--- src/rtl/seq_det_pkg.sv ---
// -----------------------------------------------------------------------------
// seq_det_pkg
// Shared definitions for the parametrised serial pattern detector:
//   - detector FSM state encoding
//   - default values for pattern width, reset pattern and counter width
//   - legal pattern-width bounds plus a helper that checks them
// -----------------------------------------------------------------------------
package seq_det_pkg;

  // Detector state: FILL while history is too short to match, ARMED afterwards.
  typedef enum logic {
    ST_FILL  = 1'b0,
    ST_ARMED = 1'b1
  } state_e;

  localparam int unsigned      DEF_PAT_W   = 3;
  localparam logic [2:0]       DEF_PATTERN = 3'b101;
  localparam int unsigned      DEF_CNT_W   = 8;

  localparam int unsigned      PAT_W_MIN   = 2;
  localparam int unsigned      PAT_W_MAX   = 16;

  // True when a pattern width lies within the supported range.
  function automatic bit pat_w_legal(input int unsigned w);
    return (w >= PAT_W_MIN) && (w <= PAT_W_MAX);
  endfunction

endpackage : seq_det_pkg

--- src/rtl/seq_detector_param_sat_counter.sv ---
// -----------------------------------------------------------------------------
// sat_counter
// Saturating up-counter with a synchronous clear. A clear in the same cycle
// as an increment leaves the counter at 1, so no event is lost.
// Ports:
//   clk   in   rising-edge clock
//   reset in   synchronous active-high reset (count -> 0)
//   clr   in   clear request
//   inc   in   increment request
//   cnt   out  registered count, sticks at all-ones
//   sat   out  registered flag, 1 while cnt is all-ones
// -----------------------------------------------------------------------------
module sat_counter #(
  parameter int unsigned W = 8
) (
  input  logic         clk,
  input  logic         reset,
  input  logic         clr,
  input  logic         inc,
  output logic [W-1:0] cnt,
  output logic         sat
);

  localparam logic [W-1:0] CNT_MAX = {W{1'b1}};

  logic [W-1:0] cnt_q, cnt_d;
  logic         sat_q, sat_d;

  // Next count: clear wins but still honours a simultaneous increment.
  always_comb begin
    cnt_d = cnt_q;
    if (clr) begin
      cnt_d = inc ? W'(1) : W'(0);
    end else if (inc && (cnt_q != CNT_MAX)) begin
      cnt_d = cnt_q + W'(1);
    end else begin
      cnt_d = cnt_q;
    end
    // Flag is computed from the next value so it is registered alongside it.
    sat_d = (cnt_d == CNT_MAX);
  end

  // Counter and saturation flag registers.
  always_ff @(posedge clk) begin
    if (reset) begin
      cnt_q <= W'(0);
      sat_q <= 1'b0;
    end else begin
      cnt_q <= cnt_d;
      sat_q <= sat_d;
    end
  end

  assign cnt = cnt_q;
  assign sat = sat_q;

endmodule : sat_counter

--- src/rtl/seq_detector_param.sv ---
// -----------------------------------------------------------------------------
// seq_detector_param
// Serial bit-pattern detector with a run-time loadable pattern, overlapping
// or restarting match mode, input qualification and a saturating match count.
// Ports:
//   clk        in   rising-edge clock
//   reset      in   synchronous active-high reset
//   din        in   serial data bit
//   in_valid   in   din is sampled only when 1
//   overlap    in   1: matches may share bits; 0: history restarts after a match
//   pat_load   in   load pat_in as the new pattern (discards din that cycle)
//   pat_in     in   new pattern, MSB is the first bit received
//   clear_cnt  in   clear the match counter
//   match      out  registered one-cycle pulse per detected pattern
//   match_cnt  out  registered saturating number of matches
//   cnt_sat    out  1 while match_cnt is all-ones
// -----------------------------------------------------------------------------
module seq_detector_param
  import seq_det_pkg::*;
#(
  parameter int unsigned       PAT_W   = DEF_PAT_W,
  parameter logic [PAT_W-1:0]  PATTERN = PAT_W'(DEF_PATTERN),
  parameter int unsigned       CNT_W   = DEF_CNT_W
) (
  input  logic             clk,
  input  logic             reset,
  input  logic             din,
  input  logic             in_valid,
  input  logic             overlap,
  input  logic             pat_load,
  input  logic [PAT_W-1:0] pat_in,
  input  logic             clear_cnt,
  output logic             match,
  output logic [CNT_W-1:0] match_cnt,
  output logic             cnt_sat
);

  // An unsupported width stops elaboration on a missing module.
  if (!pat_w_legal(PAT_W)) begin : g_bad_pat_w
    seq_detector_param_illegal_pat_w u_illegal_pat_w ();
  end

  localparam int unsigned          FILL_W   = $clog2(PAT_W);
  localparam logic [FILL_W-1:0]    FILL_MAX = FILL_W'(PAT_W - 1);

  // Only the newest PAT_W-1 bits are stored: the oldest bit of a PAT_W-wide
  // history would be shifted out before it could ever take part in a compare.
  logic [PAT_W-2:0]  hist_q, hist_d;
  logic [FILL_W-1:0] fill_q, fill_d;
  state_e            state_q, state_d;
  logic [PAT_W-1:0]  pat_q, pat_d;
  logic              match_q, match_d;

  logic [PAT_W-1:0]  window_s;
  logic              hit_s;

  // Candidate window formed by the stored history plus the incoming bit.
  assign window_s = {hist_q, din};
  assign hit_s    = (state_q == ST_ARMED) && in_valid && !pat_load &&
                    (window_s == pat_q);

  // Next-state logic for history, fill level, FSM state and match pulse.
  always_comb begin
    hist_d  = hist_q;
    fill_d  = fill_q;
    state_d = state_q;
    pat_d   = pat_q;
    match_d = 1'b0;

    if (pat_load) begin
      // A new pattern invalidates everything collected so far.
      pat_d   = pat_in;
      hist_d  = '0;
      fill_d  = FILL_W'(0);
      state_d = ST_FILL;
    end else if (in_valid) begin
      hist_d = window_s[PAT_W-2:0];
      if (hit_s) begin
        match_d = 1'b1;
        if (!overlap) begin
          // Bits consumed by this match may not seed the next one.
          hist_d  = '0;
          fill_d  = FILL_W'(0);
          state_d = ST_FILL;
        end else begin
          fill_d  = fill_q;
          state_d = state_q;
        end
      end else if (fill_q != FILL_MAX) begin
        fill_d = fill_q + FILL_W'(1);
        if (fill_d == FILL_MAX) begin
          state_d = ST_ARMED;
        end else begin
          state_d = ST_FILL;
        end
      end else begin
        fill_d  = fill_q;
        state_d = state_q;
      end
    end else begin
      // Gap in the input stream: everything holds.
      hist_d  = hist_q;
      fill_d  = fill_q;
      state_d = state_q;
    end
  end

  // Detector registers with synchronous reset.
  always_ff @(posedge clk) begin
    if (reset) begin
      hist_q  <= '0;
      fill_q  <= FILL_W'(0);
      state_q <= ST_FILL;
      pat_q   <= PATTERN;
      match_q <= 1'b0;
    end else begin
      hist_q  <= hist_d;
      fill_q  <= fill_d;
      state_q <= state_d;
      pat_q   <= pat_d;
      match_q <= match_d;
    end
  end

  // Counter steps on the same edge that raises the match pulse.
  sat_counter #(
    .W (CNT_W)
  ) u_match_cnt (
    .clk   (clk),
    .reset (reset),
    .clr   (clear_cnt),
    .inc   (match_d),
    .cnt   (match_cnt),
    .sat   (cnt_sat)
  );

  assign match = match_q;

endmodule : seq_detector_param

--- config.mk ---
export PLATFORM = sky130hd
export DESIGN_NAME = seq_detector_param
export DESIGN_NICKNAME = d
export VERILOG_FILES = /design/src/rtl/seq_det_pkg.sv /design/src/rtl/seq_detector_param_sat_counter.sv /design/src/rtl/seq_detector_param.sv
export SDC_FILE = /design/constraint.sdc
export NUM_CORES = 1
export LEC_CHECK = 0
export CAP_MARGIN = 20
export CELL_PAD_IN_SITES_DETAIL_PLACEMENT = 1
export CELL_PAD_IN_SITES_GLOBAL_PLACEMENT = 2
export CORE_MARGIN = 2
export CORE_UTILIZATION = 32
export DETAILED_ROUTE_END_ITERATION = 6
export PLACE_DENSITY_LB_ADDON = 0.15
export SYNTH_ARGS = -nofsm -noshare
export SYNTH_HDL_FRONTEND = slang
export SYNTH_SLANG_ARGS = --single-unit
--- constraint.sdc ---
create_clock -name clk -period 3.9 [get_ports clk]
set_input_delay 0.78 -clock clk [delete_from_list [all_inputs] [get_ports clk]]
set_output_delay 0.78 -clock clk [all_outputs]
set_load 0.005 [all_outputs]
==> summary.txt <==
Status
  • Status: finished clean

Logic synthesis
  • Synth area leaders: dfxtp_1 (35%), ha_1 (3.6%), nand2_1 (3.6%)
  • Top FF cell, synth: dfxtp_1
  • Cell variety after synth: 44
  • Post-synth net total: 131
  • Async S/R FF share, synth: 0%
  • Share of the synthesized area in the top cell type: 34.8%
  • Yosys warning total: 0
  • Number of synthesized flops with an enable pin: 0
  • Synth Instances: 118
  • Synthesized area per cell: 8.78 um2
  • Synth area leader: dfxtp_1
  • Sequential cell area fraction in the yosys report: 34.8%
  • Cell Area, Synth: 0.00104 mm2
  • FF+latch count, synth: 18

Placed design
  • Placed insts: 176
  • Pre-CTS setup slack: 712 ps
  • Post-detail-place hpwl: 1900 um
  • I/O Buffers: 19
  • Gpl congestion: 0.778

Clock tree
  • CTS Root Cell: clkbuf_4
  • Worst-Skew Late Latency: 290 ps
  • Clock Sinks: 18
  • Clock Pin Slew Worst Setup and Hold Paths: 120 ps
  • CTS Hold Bufs: 0
  • # resized after CTS: 0
  • CTS H-tree depth: 1
  • CTS Buf Count: 3
  • Max clock buf depth: 2
  • TritonCTS clock tree: built
  • Setup Buffers After CTS: 0

STA
  • Final Hold Viols: 0
  • Slew HR: 70.1%
  • Max-slew violations: 0
  • Crit path time final: 2890 ps
  • RSZ-0062 raised after global routing: no
  • Setup tns final: 0 ps
  • Final setup fails: 0
  • Slew @ Worst Pin: 447 ps
  • Skew final: 7.32 ps
  • Post-layout worst setup margin: 1010 ps
  • Crit share post-route: 74.0%
  • Fmax: 0.347 GHz

Worst setup path
  • Crit path required time: 4130 ps
  • CP max stage cell: or4_4
  • Crit-path cells: clkdlybuf4s50_1, nand3b_2, or4_4, nor2_1, mux2_2, a21oi_1
  • Crit-path leading delay family: simple AND/OR/NAND/NOR gates
  • CP Max Fanout: 12
  • CP endpoint kind: flop
  • Setup crit start kind: primary input
  • WP buf/inv: 1
  • Critical path type: in2reg
  • Critical path origin: pat_load
  • CP arrival: 3110 ps
  • Worst R2R Start: u_match_cnt.cnt[0]
  • Crit-path max cell delay: 630 ps

Drt
  • Router iterations before antenna repair: 4
  • Post-Route WL: 2520 um
  • DR vias: 923
  • DRC: 0
  • Routed WL per cell: 14.0 um
  • Initial DRC count: 21
  • Routed Antenna Nets: 0
  • Vias per cell: 5.13

Worst hold path
  • Worst Min Path Start: fill_q[1]
  • Hold Path Class: reg2reg

Layout
  • Commonest non-fill, non-tap cell in the layout: clkdlybuf4s50_1
  • Area growth syn-to-layout: 24.9%
  • Layout cells sized above 1: 12.5%
  • Antenna diodes: 0
  • Final Net Count: 150
  • Final std cells w/o fill: 180
  • Commonest non-fill, non-tap cells in the layout: clkdlybuf4s50_1 (19), dfxtp_1 (18), nor2_1 (10), nand2_1 (10)

Floorplan
  • I/O pins: 20
  • Initial Util: 33.7%
  • Site Rows: 20
  • Chip Height: 60.9 um
  • Die area: 0.00371 mm2
  • Core area: 0.00308 mm2
  • Die width: 60.9 um

Power and ir drop
  • Internal power: 0.259 mW
  • Combinational share of power: 8.8%
  • Sequential power share: 56.3%
  • Sw Pwr: 0.0774 mW
  • Static Leak: 0.426 nW
  • IR drop worst, VDD: 0.116 mV
  • Sw Share: 23.0%
  • Cell area power density: 260 mW/mm2
  • Clock Power Share: 34.9%

Global routing
  • GRT Util Overall: 16.1%
  • Largest net degree at the start of global routing: 13
  • GRT overflow: 0
  • Antenna violations before repair: 0
  • Number of global-route vias before repair: 941
  • First-pass GRT wire length: 4440 um

Flow run
  • Max Cap Violations: 0
-- final cells by class --
cell class / count / area [um2]
Inverter: 4 / 15.0
Fill cell: 381 / 1780
Timing Repair Buffer: 20 / 198
Sequential cell: 18 / 360
Multi-Input combinational cell: 90 / 629
Tap cell: 44 / 55.1
Clock buffer: 4 / 36.3
-- path summary, 6_finish.rpt --
check	endpoint	slack (ps)	depth (start not counted)
min reg2reg	fill_q[1]	530	2
max reg2reg	u_match_cnt.sat	1770	6
min	fill_q[1]	530	2
max	u_match_cnt.cnt[0]	1010	6
-- cell families (layout without fill, tap and decap cells) --
family | count (synthesis) | after routing | synth area share [%]
AND/OR/NAND/NOR | 52 | 52 | 31.2
AO/OA/AOI/OAI | 25 | 25 | 17.0
flip-flops | 18 | 18 | 34.8
buffers and inverters | 10 | 28 | 4.47
XOR/XNOR | 7 | 7 | 5.92
adder cells (fa/ha/maj) | 3 | 3 | 3.62
multiplexers | 3 | 3 | 3.02
-- power groups by stage --
stage,logic (mW),clock network (mW),registers (mW)
2_1_floorplan,0.0157,0,0.193
3_3_place_gp,0.0291,0,0.194
3_5_place_dp,0.0296,0,0.194
4_1_cts,0.0299,0.121,0.190
5_1_grt,0.0331,0.134,0.190
6_report,0.0295,0.118,0.190
-- per-layer routing --
layer | up-vias | wire [um] | part of all wire, % | global-route usage (%)
met5 | - | 0 | 0 | 0
met4 | 0 | 26 | 1.0 | 4.66
met3 | 2 | 63 | 2.5 | 2.77
met2 | 11 | 1130 | 45 | 23.8
met1 | 444 | 1300 | 52 | 23.8
li1 | 466 | - | - | -
-- through the flow --
step	area [um2]	hold WS, ps	utilization, %	power [mW]
after floorplan	1040	472	-	0.209
after detailed placement	1260	515	40.9	0.223
after CTS	1290	532	42.0	0.341
after global placement	1260	499	40.9	0.223
final	1290	529	42.0	0.337
after global routing	1290	567	42.0	0.357
-- sequential cells by signal, indices dropped and copies added, names as in the netlist --
register	flops
u_match_cnt.cnt	8
pat_q	3
fill_q	2
hist_q	2
match	1
state_q	1
u_match_cnt.sat	1
-- cell usage after synthesis (4+ instances only) --
| master | count |
|---|---|
| a211o_1 | 4 |
| a21oi_1 | 5 |
| and3_1 | 4 |
| dfxtp_1 | 18 |
| inv_1 | 4 |
| nand2_1 | 10 |
| nor2_1 | 10 |
| nor3_1 | 5 |
| o21ai_0 | 4 |
| xnor2_1 | 4 |
-- worst reg2reg max path: stages (launching register included) --
cell	delay, ps
dfxtp_1	480
ha_1	350
and2_1	200
and3_1	380
nor2_1	130
o31a_1	310
a211oi_2	210
Note: power is estimated with default switching activity, not from simulation.
